### config.mk
export PLATFORM = sky130hd
export DESIGN_NAME = fetch_unit
export DESIGN_NICKNAME = d
export VERILOG_FILES = /design/src/rtl/fetch_unit_pkg.sv /design/src/rtl/fetch_unit_instr_fifo.sv /design/src/rtl/fetch_unit.sv
export SDC_FILE = /design/constraint.sdc
export NUM_CORES = 1
export LEC_CHECK = 0
export ABC_CLOCK_PERIOD_IN_PS = 4400
export CELL_PAD_IN_SITES_DETAIL_PLACEMENT = 1
export CELL_PAD_IN_SITES_GLOBAL_PLACEMENT = 2
export CORE_MARGIN = 2
export CORE_UTILIZATION = 30
export CTS_CLUSTER_SIZE = 24
export DETAILED_ROUTE_END_ITERATION = 16
export PLACE_DENSITY_LB_ADDON = 0.1
export RECOVER_POWER = 25
export SETUP_SLACK_MARGIN = 0.2
export SLEW_MARGIN = 20
export SYNTH_ARGS = -nofsm -noshare
export SYNTH_HDL_FRONTEND = slang
export SYNTH_SLANG_ARGS = --single-unit
### constraint.sdc
create_clock -name clk -period 4.4 [get_ports clk]
set_clock_uncertainty 0.1 [all_clocks]
set_input_delay 0.88 -clock clk [delete_from_list [all_inputs] [get_ports clk]]
set_output_delay 0.88 -clock clk [all_outputs]
set_load 0.05 [all_outputs]
### src/rtl/fetch_unit_pkg.sv
// Package fetch_pkg: shared types and constants for the fetch stage.
//   fetch_state_t : FETCH / DRAIN sequencing states
//   word_t        : 32-bit instruction / address word
//   fetch_entry_t : one FIFO entry {pc, instr}
//   branch_target : taken-branch target, branch_pc + 8 + ext_imm (mod 2^32)
package fetch_pkg;

  typedef logic [31:0] word_t;

  typedef enum logic {
    FETCH,
    DRAIN
  } fetch_state_t;

  localparam word_t PC_OFFSET = 32'd8;
  localparam word_t PC_STEP   = 32'd4;

  typedef struct packed {
    word_t pc;
    word_t instr;
  } fetch_entry_t;

  // Wraps silently modulo 2^32; there is no overflow indication.
  function automatic word_t branch_target(input word_t bpc, input word_t imm);
    return bpc + PC_OFFSET + imm;
  endfunction

endpackage

### src/rtl/fetch_unit_instr_fifo.sv
// instr_fifo: DEPTH-entry FIFO of {pc, instr} pairs for the fetch stage.
// Ports:
//   clk, reset_n   : clock, asynchronous active-low reset
//   push, push_entry : write one entry (ignored when full or flushing)
//   pop            : remove head (ignored when empty or flushing)
//   flush          : discard all entries this cycle; wins over push/pop
//   head           : current head entry (all-zero after reset)
//   full, empty, count : occupancy status
module instr_fifo
  import fetch_pkg::*;
#(
  parameter int unsigned DEPTH = 2
) (
  input  logic                         clk,
  input  logic                         reset_n,
  input  logic                         push,
  input  fetch_entry_t                 push_entry,
  input  logic                         pop,
  input  logic                         flush,
  output fetch_entry_t                 head,
  output logic                         full,
  output logic                         empty,
  output logic [$clog2(DEPTH+1)-1:0]   count
);

  localparam int unsigned CW = $clog2(DEPTH + 1);
  localparam int unsigned PW = (DEPTH > 1) ? $clog2(DEPTH) : 1;

  fetch_entry_t  mem [DEPTH];
  logic [PW-1:0] wr_ptr;
  logic [PW-1:0] rd_ptr;
  logic          do_push;
  logic          do_pop;

  function automatic logic [PW-1:0] next_ptr(input logic [PW-1:0] p);
    return (p == PW'(DEPTH - 1)) ? '0 : p + PW'(1);
  endfunction

  assign full    = (count == CW'(DEPTH));
  assign empty   = (count == '0);
  assign do_push = push && !flush && !full;
  assign do_pop  = pop && !flush && !empty;
  assign head    = mem[rd_ptr];

  // Storage is cleared on reset so the head reads as zero out of reset.
  always_ff @(posedge clk or negedge reset_n) begin
    if (!reset_n) begin
      for (int unsigned i = 0; i < DEPTH; i++) begin
        mem[PW'(i)] <= '0;
      end
      wr_ptr <= '0;
      rd_ptr <= '0;
      count  <= '0;
    end else if (flush) begin
      wr_ptr <= '0;
      rd_ptr <= '0;
      count  <= '0;
    end else begin
      if (do_push) begin
        mem[wr_ptr] <= push_entry;
        wr_ptr      <= next_ptr(wr_ptr);
      end
      if (do_pop) begin
        rd_ptr <= next_ptr(rd_ptr);
      end
      count <= count + CW'(do_push) - CW'(do_pop);
    end
  end

endmodule

### src/rtl/fetch_unit.sv
// fetch_unit: instruction fetch stage. Holds the PC, issues in-order word
// requests over a valid/ready handshake, buffers responses in instr_fifo and
// redirects on taken branches (target = branch_pc + 8 + ext_imm).
// Ports:
//   clk, reset_n                       : clock, asynchronous active-low reset
//   imem_req_valid/ready, imem_addr    : request channel to instruction memory
//   imem_rsp_valid, imem_rsp_data      : in-order responses, no backpressure
//   instr_valid, instr, instr_pc, instr_ready : FIFO head to the decoder
//   branch_taken, branch_pc, ext_imm   : taken-branch redirect
//   perf_redirects, perf_stalls        : only when FETCH_PERF_CNT_EN is defined
// Optional macro: FETCH_PERF_CNT_EN adds redirect and stall counters.
module fetch_unit
  import fetch_pkg::*;
#(
  parameter int unsigned DEPTH    = 2,
  parameter word_t       RESET_PC = 32'h0000_0000
) (
  input  logic        clk,
  input  logic        reset_n,
  output logic        imem_req_valid,
  input  logic        imem_req_ready,
  output logic [31:0] imem_addr,
  input  logic        imem_rsp_valid,
  input  logic [31:0] imem_rsp_data,
  output logic        instr_valid,
  output logic [31:0] instr,
  output logic [31:0] instr_pc,
  input  logic        instr_ready,
  input  logic        branch_taken,
  input  logic [31:0] branch_pc,
  input  logic [31:0] ext_imm
`ifdef FETCH_PERF_CNT_EN
  ,
  output logic [31:0] perf_redirects,
  output logic [31:0] perf_stalls
`endif
);

  localparam int unsigned CW = $clog2(DEPTH + 1);

  fetch_state_t  state;
  fetch_state_t  state_next;
  word_t         pc;
  word_t         pc_next;
  word_t         pc_eff;
  word_t         req_addr_next;
  logic          req_valid_next;
  logic [CW-1:0] outstanding;
  logic [CW-1:0] out_next;
  logic [CW-1:0] occ;
  logic [CW-1:0] occ_next;
  logic [CW:0]   credit;
  logic          accept;
  logic          pending_next;
  logic          issue;
  logic          push;
  logic          pop;
  logic          full;
  logic          empty;
  fetch_entry_t  head;
  fetch_entry_t  push_entry;

  assign accept       = imem_req_valid && imem_req_ready;
  assign pending_next = imem_req_valid && !imem_req_ready;
  assign push         = imem_rsp_valid && (state == FETCH) && !branch_taken;
  assign pop          = instr_valid && instr_ready && !branch_taken;
  assign push_entry   = '{pc: imem_addr_of_rsp(), instr: imem_rsp_data};

  // Responses return strictly in order, so the PC of the word arriving now is
  // the oldest accepted address; it is recovered from the head of the FIFO
  // chain as pc minus the words still owed (outstanding + presented request).
  function automatic word_t imem_addr_of_rsp();
    word_t owed;
    owed = word_t'(outstanding) + (imem_req_valid ? 32'd1 : 32'd0);
    return pc - (owed << 2);
  endfunction

  instr_fifo #(
    .DEPTH(DEPTH)
  ) u_fifo (
    .clk       (clk),
    .reset_n   (reset_n),
    .push      (push),
    .push_entry(push_entry),
    .pop       (pop),
    .flush     (branch_taken),
    .head      (head),
    .full      (full),
    .empty     (empty),
    .count     (occ)
  );

  assign instr_valid = !empty;
  assign instr       = head.instr;
  assign instr_pc    = head.pc;

  // pc is the address of the next request still to be presented; it advances
  // when that request is launched, so the held request keeps its own address
  // in imem_addr while a redirect retargets pc underneath it.
  always_comb begin
    out_next       = outstanding + CW'(accept) - CW'(imem_rsp_valid);
    occ_next       = branch_taken ? '0 : occ + CW'(push) - CW'(pop && !empty);
    pc_eff         = branch_taken ? branch_target(branch_pc, ext_imm) : pc;
    state_next     = state;
    case (state)
      FETCH: if (branch_taken && (out_next != '0 || pending_next)) state_next = DRAIN;
      DRAIN: if (!branch_taken && out_next == '0 && !pending_next) state_next = FETCH;
      default: state_next = FETCH;
    endcase
    credit         = {1'b0, out_next} + {1'b0, occ_next};
    issue          = (state_next == FETCH) && !pending_next && !full &&
                     (credit < (CW + 1)'(DEPTH));
    req_valid_next = pending_next || issue;
    req_addr_next  = issue ? pc_eff : imem_addr;
    pc_next        = issue ? pc_eff + PC_STEP : pc_eff;
  end

  always_ff @(posedge clk or negedge reset_n) begin
    if (!reset_n) begin
      state          <= FETCH;
      pc             <= RESET_PC;
      outstanding    <= '0;
      imem_req_valid <= 1'b0;
      imem_addr      <= RESET_PC;
    end else begin
      state          <= state_next;
      pc             <= pc_next;
      outstanding    <= out_next;
      imem_req_valid <= req_valid_next;
      imem_addr      <= req_addr_next;
    end
  end

`ifdef FETCH_PERF_CNT_EN
  always_ff @(posedge clk or negedge reset_n) begin
    if (!reset_n) begin
      perf_redirects <= '0;
      perf_stalls    <= '0;
    end else begin
      if (branch_taken) perf_redirects <= perf_redirects + 32'd1;
      if (!instr_valid) perf_stalls <= perf_stalls + 32'd1;
    end
  end
`endif

endmodule

---- Yosys cells after proc, flatten, opt, wreduce, memory -nomap -nowiden ----
Index checks and enable logic that the tools add are counted.
cells by class
  bitwise gates (word level) .............. 5
  $lt $le $gt $ge ......................... 4
  reduce and logical (&&, ||, !) cells .... 31
  add/sub/neg operators ................... 14
  eq/ne operators ......................... 1
  mux-type cells .......................... 20
operators with widths
  cell                                                                           count
  64-bit two-way mux                                                             4
  128-bit bitwise mux                                                            1
  64-bit demux with 1-bit select                                                 1
  32-bit two-way mux                                                             2
  32-bit by 3-bit adder with 32-bit output (second input constant)               1
  32-bit adder                                                                   1
  32-bit by 4-bit adder with 32-bit output (second input constant)               1
  32-bit by 5-bit subtractor with 32-bit output                                  1
  1-bit logical AND                                                              18
  1-bit two-way mux                                                              9
  2-bit by 1-bit adder with 2-bit output                                         3
  2-bit nonzero test                                                             3
  2-bit by 1-bit subtractor with 2-bit output                                    3
  1-bit logical NOT                                                              5
  2-bit >= comparator (second input constant)                                    2
  2-bit logical NOT                                                              2
  2-bit two-way mux                                                              2
  1-bit inverter with 2-bit output                                               2
  2-bit by 1-bit adder with 3-bit output                                         1
  2-bit by 2-bit adder with 3-bit output                                         1
  3-bit by 2-bit less-than comparator with 1-bit output (second input constant)  1
  1-bit inverter                                                                 3
  1-bit adder (second input constant)                                            2
  2-bit == test (second input constant)                                          1
  4 further kinds                                                                5
storage, ports and cells
  word-level logic and storage cells ...... 87
  flip-flop bits (word level) ............. 200
  input port bits ......................... 102
  output and inout port bits .............. 98

---- Logic depth before layout (Yosys ltp) ----
Gate-level depths: netlist of the first run.
  word-level depth ........................ 13
  gate-level depth with buffers ........... 21
  depth with buffers taken out ............ 18

---- Cells and area by module ----
A second synthesis of the first run with hierarchy kept.
unflattened totals
  cell total of the unflattened synthesis .. 1067
  area total of the unflattened synthesis .. 12236.7 um2
modules (own cells, without submodules)
  module      cells an instance  seq. area each (um2)  times used  area an instance (um2)
  fetch_unit  702                1701.6                1           6153.4
  instr_fifo  365                3303.2                1           6083.3

---- Worst setup path after synthesis of the first run ----
No wires, ideal clock.
  path kind ............................... input to register
  from .................................... in branch_taken
  to ...................................... reg pc[30]
  setup time .............................. 80 ps
  path slack .............................. -1116 ps
  data required time ...................... 4220 ps
  cell stages on the path ................. 21
  data arrival time ....................... 5336 ps
  path buffers ............................ 5
  path through ............................ buf_2 > buf_1 > buf_2 > buf_2 > buf_1 > nor2_1 > ha_1 > inv_1 > ha_1 > xnor2_1 > nor2_1 > fa_1 > nor4_1 > nand3_1 > or2_4 > nor2_4 > nand3b_2 > or2_1 > or4_4 > nor3_2 > xnor2_1
on the way
  cells in the longest elaborated chain, start to end .. 10
  elaborated cells between the ends (all ways) .. 22
  those cells by class .................... add/sub: 4; order compare: 1; mux: 6; bitwise: 1; reduce/logical: 10
ends and longest elaborated chain
  element                                                                         RTL line           text
  from (decl)                                                                     fetch_unit.sv:29   input logic branch_taken,
  branches (longest 9 deep; another with 2-bit by 2-bit adder with 3-bit output)  n/a
  32-bit two-way mux (*)                                                          fetch_unit.sv:115  pc_next = issue ? pc_eff + PC_STEP : pc_eff;
  named net pc_next[30]                                                           fetch_unit.sv:44   word_t pc_next;
  to (signal assigned)                                                            fetch_unit.sv:127  pc <= pc_next;
  to (decl)                                                                       fetch_unit.sv:43   word_t pc;
Mark *: on every way through the listed nets, which the timed path passes.
A chain may end at the register's enable or synchronous reset.

---- Worst setup path after layout of the first run ----
  from .................................... reg u_fifo.count[0]
  to ...................................... reg pc[24]
on the way
  cells in the longest elaborated chain, start to end .. 11
  elaborated cells between the ends (all ways) .. 15
  those cells by class .................... add/sub: 3; order compare: 1; eq/ne: 1; mux: 2; reduce/logical: 8
ends and longest elaborated chain
  element                                                RTL line                             text
  from (decl)                                            fetch_unit_instr_fifo.sv:23          output logic [$clog2(DEPTH+1)-1:0] count
  from (signal assigned)                                 fetch_unit_instr_fifo.sv:66          count <= count + CW'(do_push) - CW'(do_pop);
  2-bit logical NOT                                      fetch_unit_instr_fifo.sv:40          assign empty = (count == '0);
  1-bit logical NOT                                      fetch_unit.sv:93, fetch_unit.sv:102
  1-bit logical AND (2 in series)                        fetch_unit.sv:66                     assign pop = instr_valid && instr_ready && !branch_taken;
  1-bit logical AND                                      fetch_unit.sv:102                    occ_next = branch_taken ? '0 : occ + CW'(push) - CW'(pop && !empty);
  2-bit by 1-bit subtractor with 2-bit output            fetch_unit.sv:102
  2-bit two-way mux                                      fetch_unit.sv:102
  2-bit by 2-bit adder with 3-bit output                 fetch_unit.sv:110                    credit = {1'b0, out_next} + {1'b0, occ_next};
  3-bit by 2-bit less-than comparator with 1-bit output  fetch_unit.sv:112                    (credit < (CW + 1)'(DEPTH));
  1-bit logical AND (*)                                  fetch_unit.sv:111                    issue = (state_next == FETCH) && !pending_next && !full &&
  32-bit two-way mux (*)                                 fetch_unit.sv:115
  named net pc_next[24]                                  fetch_unit.sv:44
Mark *: on every way through the listed nets, which the timed path passes. The rest lies on a longest branch.

==> impl_results.md, run 1 <==
* Top delay family on crit path: simple AND/OR/NAND/NOR gates
* Core area at 38,500 µm²
* Internal power at 0.00577 W
* Logic gate share of total power at 0.542
* Fmax at about 0.24 GHz
* Critical path arrival at about 4.4 ns
* Sequential area share after synthesis at 0.429
* Switching Share at 0.440
* Predominant post-synthesis flop cell: dfrtp_1
* Violated checks: capacitance limit, slew limit
* Status: finished, violations left
* GRT Overall Usage at 0.177
* Period minus WS final at approximately 4.2 ns
* Most instantiated cells after synthesis: nand2_1 (241), dfrtp_1 (200), mux2_2 (114), o21ai_0 (100), ha_1 (72)
* Iteration-0 DRC count of the detailed router at 292
* Hold Path Class: register to register
* Initial antenna violation count at 0
* First-pass GRT wire length at about 58,000 µm
* Power per cell area at slightly above 600 nW/µm²
* CP Launch Type: register
* Die H at roughly 200 µm
* Layout fillers at around 4,300
* Synth top area cells: dfrtp_1 (43%), mux2_2 (11%), nand2_1 (7.8%)
* H-tree depth at 4
* Pins over their slew limit at between 100 and 150
* Drt via density at approximately 4.8
* Final Hold Vio Count at 0
* Core Rows at 72
* Cell area after synthesis at ~12,000 µm²
* Least-Margin Pin Slew at between 2 and 3 ns
* Total Power at a little over 0.01 W
* FFs w/ async S/R, synth at 1.00
* Clock power share at 0.154
* Maximum root-to-sink buffer count at 2
* CP Class: register to register
* Pleak at between 7 and 8 nW
* Max VDD drop at around 0.27 mV
* Final RePlAce weighted congestion at 0.774
* Die ar. at a little over 40,000 µm²
* DP HPWL at 25,800 µm
* CP Capture Type: register
* Yosys top cell by area: dfrtp_1
* Top cell type's share of synthesized area at 0.429
* Sequential Area at ~5000 µm²
* RSZ-0062 raised after global routing: yes
* CTS tree: built
* DRC viols at 0
* Fraction of layout cells with a size suffix above 1 at 0.271
* Switching pwr at between 0.004 and 0.005 W
* Largest net degree at the start of global routing at 108
* Sequential cell fraction of total power at 0.304
* Drt first pass iters at 4
* Number of CTS-inserted buffers at 17
* Die width at around 200 µm
* Final setup fails at 0
* Worst relative slew slack at -0.847
* Synthesized area per cell at approximately 9.8 µm²
* Crit-path most repeated cell: or2_4
* Routed wire per std cell at approximately 17 µm
* Layout Nets at roughly 1,700
* CTS root buf: clkbuf_16
* Count leader, synth: nand2_1
* Post-synth EDFFs at 0
* Final worst hold slack at 0.374 ns
* Synthesized flop and latch total at 200
* Post-Route WL at between 30,000 and 40,000 µm
* Syn Nets at 1,363
* Clock Latency Late Sink at between 0.4 and 0.5 ns
* Ys Warns at 0
* Port buffer count at roughly 200
* Multi-input logic area at 6810 µm²
* Antenna Cells at 0
* Total number of vias at 9,879
* Final global-route overflow total at 0
* Antenna viol nets, final at 0
* Post-Syn Instances at around 1,200
* Design Area, Final at between 15,000 and 20,000 µm²
* Placed inst area at between 15,000 and 20,000 µm²
* Netlist cell types at 84
* I/O pin cnt at 200
* Max Cap Viol at 1
* CTS Sinks at 200
* CP Cell Sequence: or2_4 -> nand2_4 -> nor2_4 -> ha_4 -> inv_4 -> ha_4 -> xnor2_2 -> nor2_2 -> fa_1 -> nor4_4 -> nand3_2 -> or2_4 -> nor2_4 -> nand3b_4 -> or2_4 -> or4_4 -> buf_6 -> xnor2_2
* Vias in the first global route at between 10,000 and 15,000
* Critical path buffer and inverter count at 2
* Critical path's largest stage delay at ~0.54 ns
* Crit Path Max Fanout at 4
* Crit path required time at 4.63 ns
* Area grow syn2layout at 42.4%
* Critical path's slowest cell: or4_4
* Clock transition at path regs at 0.08 ns
* Starting Density at 0.303
* Period Utilization, post-route at 0.956
## sequential cells by signal, summed over array words and instances (netlist names)
name and count:
u_fifo.mem 128, imem_addr 32, pc 32, outstanding 2, u_fifo.count 2, imem_req_valid 1, state 1, u_fifo.rd_ptr 1
u_fifo.wr_ptr 1
## power by group through the flow
stage	clock network (W)	logic, W	registers (W)
floorplan	0	0.00308	0.00343
global placement	0	0.00536	0.00313
detailed placement	0	0.00542	0.00316
CTS	0.00165	0.00558	0.00314
global route	0.00171	0.00601	0.00324
finish	0.00159	0.00558	0.00313
## final timing paths
kind / endpoint / cells after the start / slack, ns / start
worst max register to register: pc[24] / 18 / 0.19 / u_fifo.count[0]
worst max-delay path: pc[24] / 18 / 0.19 / u_fifo.count[0]
worst min register to register: u_fifo.mem[95] / 2 / 0.37 / u_fifo.mem[95]
max in group asynchronous: u_fifo.mem[24] / 2 / 0.70 / reset_n
min in group asynchronous: u_fifo.mem[36] / 1 / 1.22 / reset_n
worst min-delay path: u_fifo.mem[95] / 2 / 0.37 / u_fifo.mem[95]
## worst reg2reg max path, cell delays in order (launching register included)
cell      delay, ns
dfrtp_1        0.40
or2_4          0.28
nand2_4        0.09
nor2_4         0.04
ha_4           0.27
inv_4          0.04
ha_4           0.15
xnor2_2        0.17
nor2_2         0.06
fa_1           0.52
nor4_4         0.34
nand3_2        0.11
or2_4          0.28
nor2_4         0.12
nand3b_4       0.08
or2_4          0.25
or4_4          0.54
buf_6          0.15
xnor2_2        0.11
## cells by family (layout without fill, tap and decap cells)
group	count (synthesis)	after routing	share of synthesized area
compound gates	219	219	0.122
xor+xnor	74	74	0.0570
fa+ha+maj	75	75	0.0824
buf+inv	81	444	0.0273
flops	200	200	0.429
mux	126	126	0.120
simple gates	411	411	0.162
## cell type report
type                            count  share of cell area
Clock buffer                       21              0.0283
Inverter                           25             0.00580
Clock inverter                      9             0.00708
Tap cell                          518              0.0390
Sequential cell                   200               0.301
Timing Repair Buffer              389               0.208
Multi-Input combinational cell    905               0.410
## layout by cell type, fill, tap and decap left out, types with 11 or more instances in the layout
| master | instances |
|---|---|
| ha_4 | 14 |
| buf_4 | 176 |
| mux2_2 | 112 |
| inv_1 | 21 |
| xnor2_1 | 51 |
| xor2_1 | 18 |
| clkbuf_16 | 17 |
| nor3_1 | 16 |
| o21ai_0 | 97 |
| clkdlybuf4s50_1 | 185 |
| ha_1 | 57 |
| nand2_1 | 238 |
| nand4_1 | 13 |
| buf_6 | 11 |
| dfrtp_1 | 199 |
| nor2_1 | 51 |
| a21oi_1 | 31 |
## stage by stage
step	utilization	TNS, ns	worst slack, ns	std cells
global placement	0.396	-6.60	-0.511	1987
detailed placement	0.396	-8.25	-0.579	1987
CTS	0.424	0	0.122	2060
global route	0.432	0	0.0504	2067
finish	0.432	0	0.191	2067
floorplan	-	-2.44	-0.360	1186
## timing repair
item	in CTS	in global routing
pin swaps	41	40
buffers inserted	43	7
gates resized for setup	46	52
gates cloned	0	0
setup endpoints to repair	15	20
hold buffers	0	0
## routing by layer
layer,vias up,track usage,share of wire
li1,4878,-,-
met1,4842,0.249,0.50
met2,136,0.292,0.46
met3,23,0.0259,0.029
met4,0,0.0352,0.011
met5,-,0,0
Note: power is estimated with default switching activity, not from simulation.
==> run 2, diff against run 1 <==
Settings changed: CORE_UTILIZATION 30 to 32, SYNTH_HIERARCHICAL from default to 1.
==> run 2 against run 1 <==
  * The run still ends with capacitance limit, slew limit left
  * Largest cell class unchanged
  * Design area fell by 1.0%
  * Sequential power shrank 8.0%
  * Critical path type is now input port to register
  * Synthesized area grew 4.9%
  * Count of clock-buffer cells in the layout did not move
==> impl_results.md, run 2 <==
* Violated checks: capacitance limit, slew limit
* Cell area after synthesis at around 12,000 µm²
* Largest register FFs at 128
* Post-synthesis mux area share at 0.219
* FFs w/ async S/R, synth at 1.00
* Core Rows at 71
* Antenna viol nets, final at 0
* Yosys top cell by area: dfrtp_1
* Adder-cell share of the synthesized area at 0.0804
* Iteration-0 DRC count of the detailed router at 278
* Max VDD drop at around 0.31 mV
* Fmax at between 0.2 and 0.25 GHz
* Final RePlAce weighted congestion at about 0.76
* Netlist cell types at 75
* Synth top area cells: dfrtp_1 (41%), mux2_2 (13%), ha_1 (7.5%)
* Ys Warns at 6
* Final worst hold slack at slightly below 0.4 ns
* Die width at ~200 µm
* Biggest register: u_fifo/mem
* Power per cell area at between 500 and 600 nW/µm²
* Largest net degree at the start of global routing at 118
* Port buffer count at between 150 and 200
* Most common cell after layout, fill and taps aside: dfrtp_1
* Drt via density at around 4.8
* Critical path's slowest cell: clkdlybuf4s50_1
* Drt first pass iters at 4
* DRC viols at 0
* Die H at approximately 200 µm
* Period Utilization, post-route at 0.925
* Critical path's largest stage delay at about 0.40 ns
* CTS tree: built
* Fraction of layout cells with a size suffix above 1 at 0.318
* Post-Route WL at ~33,000 µm
* Maximum root-to-sink buffer count at 2
* Clock transition at path regs at roughly 0.080 ns
* H-tree depth at 4
* Most frequent cells in the layout: dfrtp_1 (197), clkdlybuf4s50_1 (194), mux2_2 (145)
* Post-synthesis compound-gate area fraction at 0.0873
* Largest registers: u_fifo/mem (128), imem_addr (32), pc (32)
* Die ar. at roughly 40,000 µm²
* Clock Latency Late Sink at 0.43 ns
* Design Area, Final at about 16,000 µm²
* RSZ-0062 raised after global routing: yes
* Worst relative slew slack at -1.01
* Post-synth EDFFs at 0
* CTS root buf: clkbuf_16
* Area grow syn2layout at 34.3%
* Hold Path Class: register to register
* Critical path arrival at 4.28 ns
* Main combinational cell family by area after synthesis: multiplexers
* Crit path required time at ~4.6 ns
* Count leader, synth: dfrtp_1
* CP Class: input port to register
* Antenna Cells at 0
* Max Cap Viol at 1
* Total Power at 0.00968 W
* Crit Path Max Fanout at 5
* Top cell type's share of synthesized area at 0.409
* Starting Density at 0.325
* Syn Nets at ~1,200
* CP Launch Type: input port
* Placed inst area at between 15,000 and 20,000 µm²
* Vias in the first global route at 9,871
* Initial antenna violation count at 0
* Number of CTS-inserted buffers at 17
* Period minus WS final at roughly 4.1 ns
* Final Hold Vio Count at 0
* Sequential area share after synthesis at 0.409
* Least-Margin Pin Slew at about 3.0 ns
* CTS Sinks at 200
* Pins over their slew limit at around 120
* Layout fillers at 4,171
* Pleak at 7.51 nW
* Total number of vias at 9,079
* Final setup fails at 0
* Status: finished, violations left
* I/O pin cnt at 200
* GRT Overall Usage at 0.167
* CP Capture Type: register
* Post-synthesis xor/xnor area fraction at 0.0563
* Final global-route overflow total at 0
* Post-Syn Instances at 1,067
* Most instantiated cells after synthesis: dfrtp_1 (200), mux2_2 (146), ha_1 (73), nand2_1 (73), mux2_4 (60)
* CTS Hold Bufs at 0
* Routed wire per std cell at between 15 and 20 µm
* First-pass GRT wire length at 52,300 µm
* CP Cell Sequence: clkdlybuf4s50_1 -> ha_1 -> buf_4 -> ha_1 -> a211oi_2 -> o21a_2 -> buf_6 -> a21oi_1 -> or3_4 -> a31oi_2 -> and3b_2 -> and4_1 -> and2_4 -> buf_4 -> nor2b_2 -> xnor2_1
* Post-Synth Simple-Gate Area at 0.112
* Layout Nets at 1,553
* Predominant post-synthesis flop cell: dfrtp_1
* Core area at between 30,000 and 40,000 µm²
* Synthesized area per cell at 11.5 µm²
* DP HPWL at 24,600 µm
* Synthesized flop and latch total at 200
run 2: changes by cell type in the layout (fill, tap and decap cells not counted), moves of 14 or more:
cell / delta
buf_4: -43
ha_1: +14
mux2_2: +33
mux2_4: +60
nand2_1: -166
o21ai_0: -60
run 2: layout make-up:
class	count	area (µm²)	area share
Multi-Input combinational cell	794	7030	0.428
Sequential cell	200	5010	0.305
Timing Repair Buffer	337	3080	0.187
Tap cell	511	639	0.0389
Clock buffer	21	470	0.0286
Clock inverter	10	118	0.00715
Inverter	25	93.8	0.00571
run 2: metrics by stage:
stage | cells | setup slack (ns) | util | TNS (ns)
final | 1898 | 0.331 | 0.436 | 0
after global routing | 1898 | 0.174 | 0.436 | 0
after CTS | 1890 | 0.200 | 0.430 | 0
after detailed placement | 1858 | -0.363 | 0.414 | -3.51
after global placement | 1858 | -0.301 | 0.414 | -2.96
after floorplan | 1067 | -0.196 | - | -1.42
run 2: timing repair:
item,4_1_cts,5_1_grt
gates resized for setup,4,45
cloned,0,0
pin swaps,1,27
setup endpoints to repair,7,15
setup buffers,1,8
run 2: logic make-up (layout without fill, tap and decap cells):
group | after synthesis | after routing
simple gates | 254 | 254
mux | 219 | 219
flops | 200 | 200
compound gates | 167 | 167
fa+ha+maj | 77 | 77
xor+xnor | 77 | 77
buf+inv | 73 | 393
run 2: where the power goes:
part | total (W) | internal [W] | switching (W)
Combinational | 0.00520 | 0.00219 | 0.00302
Sequential | 0.00288 | 0.00247 | 0.000419
Clock | 0.00160 | 0.000884 | 0.000711
Total | 0.00968 | 0.00554 | 0.00415
run 2: worst paths after layout:
check	from	end	slack, ns	cells after the start
min in group asynchronous	reset_n	u_fifo/mem[80]	1.29	1
min reg2reg	u_fifo/mem[98]	u_fifo/mem[98]	0.39	1
min	u_fifo/mem[98]	u_fifo/mem[98]	0.39	1
max in group asynchronous	reset_n	u_fifo/rd_ptr	1.00	1
max	branch_pc[2]	pc[24]	0.33	16
max reg2reg	u_fifo/count[0]	pc[28]	0.48	17
run 2: metal layers:
metal,part of all wire,vias up,global-route usage,wire length (µm)
met5,0,-,0,0
met4,0.0060,0,0.0337,196
met3,0.023,8,0.0203,749
met2,0.47,127,0.278,15300
met1,0.50,4500,0.234,16500
li1,-,4444,-,-
run 2: critical path: cells and delay by family:
family / cells / cell delay [ns]
xor gates and xnor gates: 1 / 0.11
adders and majority gates: 2 / 0.60
buffers and inverters: 4 / 0.78
and+or+nand+nor: 5 / 1.14
AOI/OAI and AO/OA: 4 / 0.76
==> run 3, diff against run 2 <==
Settings changed: CTS_CLUSTER_SIZE 24 to 20.
==> results of run 3 <==
No change in the layout: final DEF, timing and power equal those of run 2.
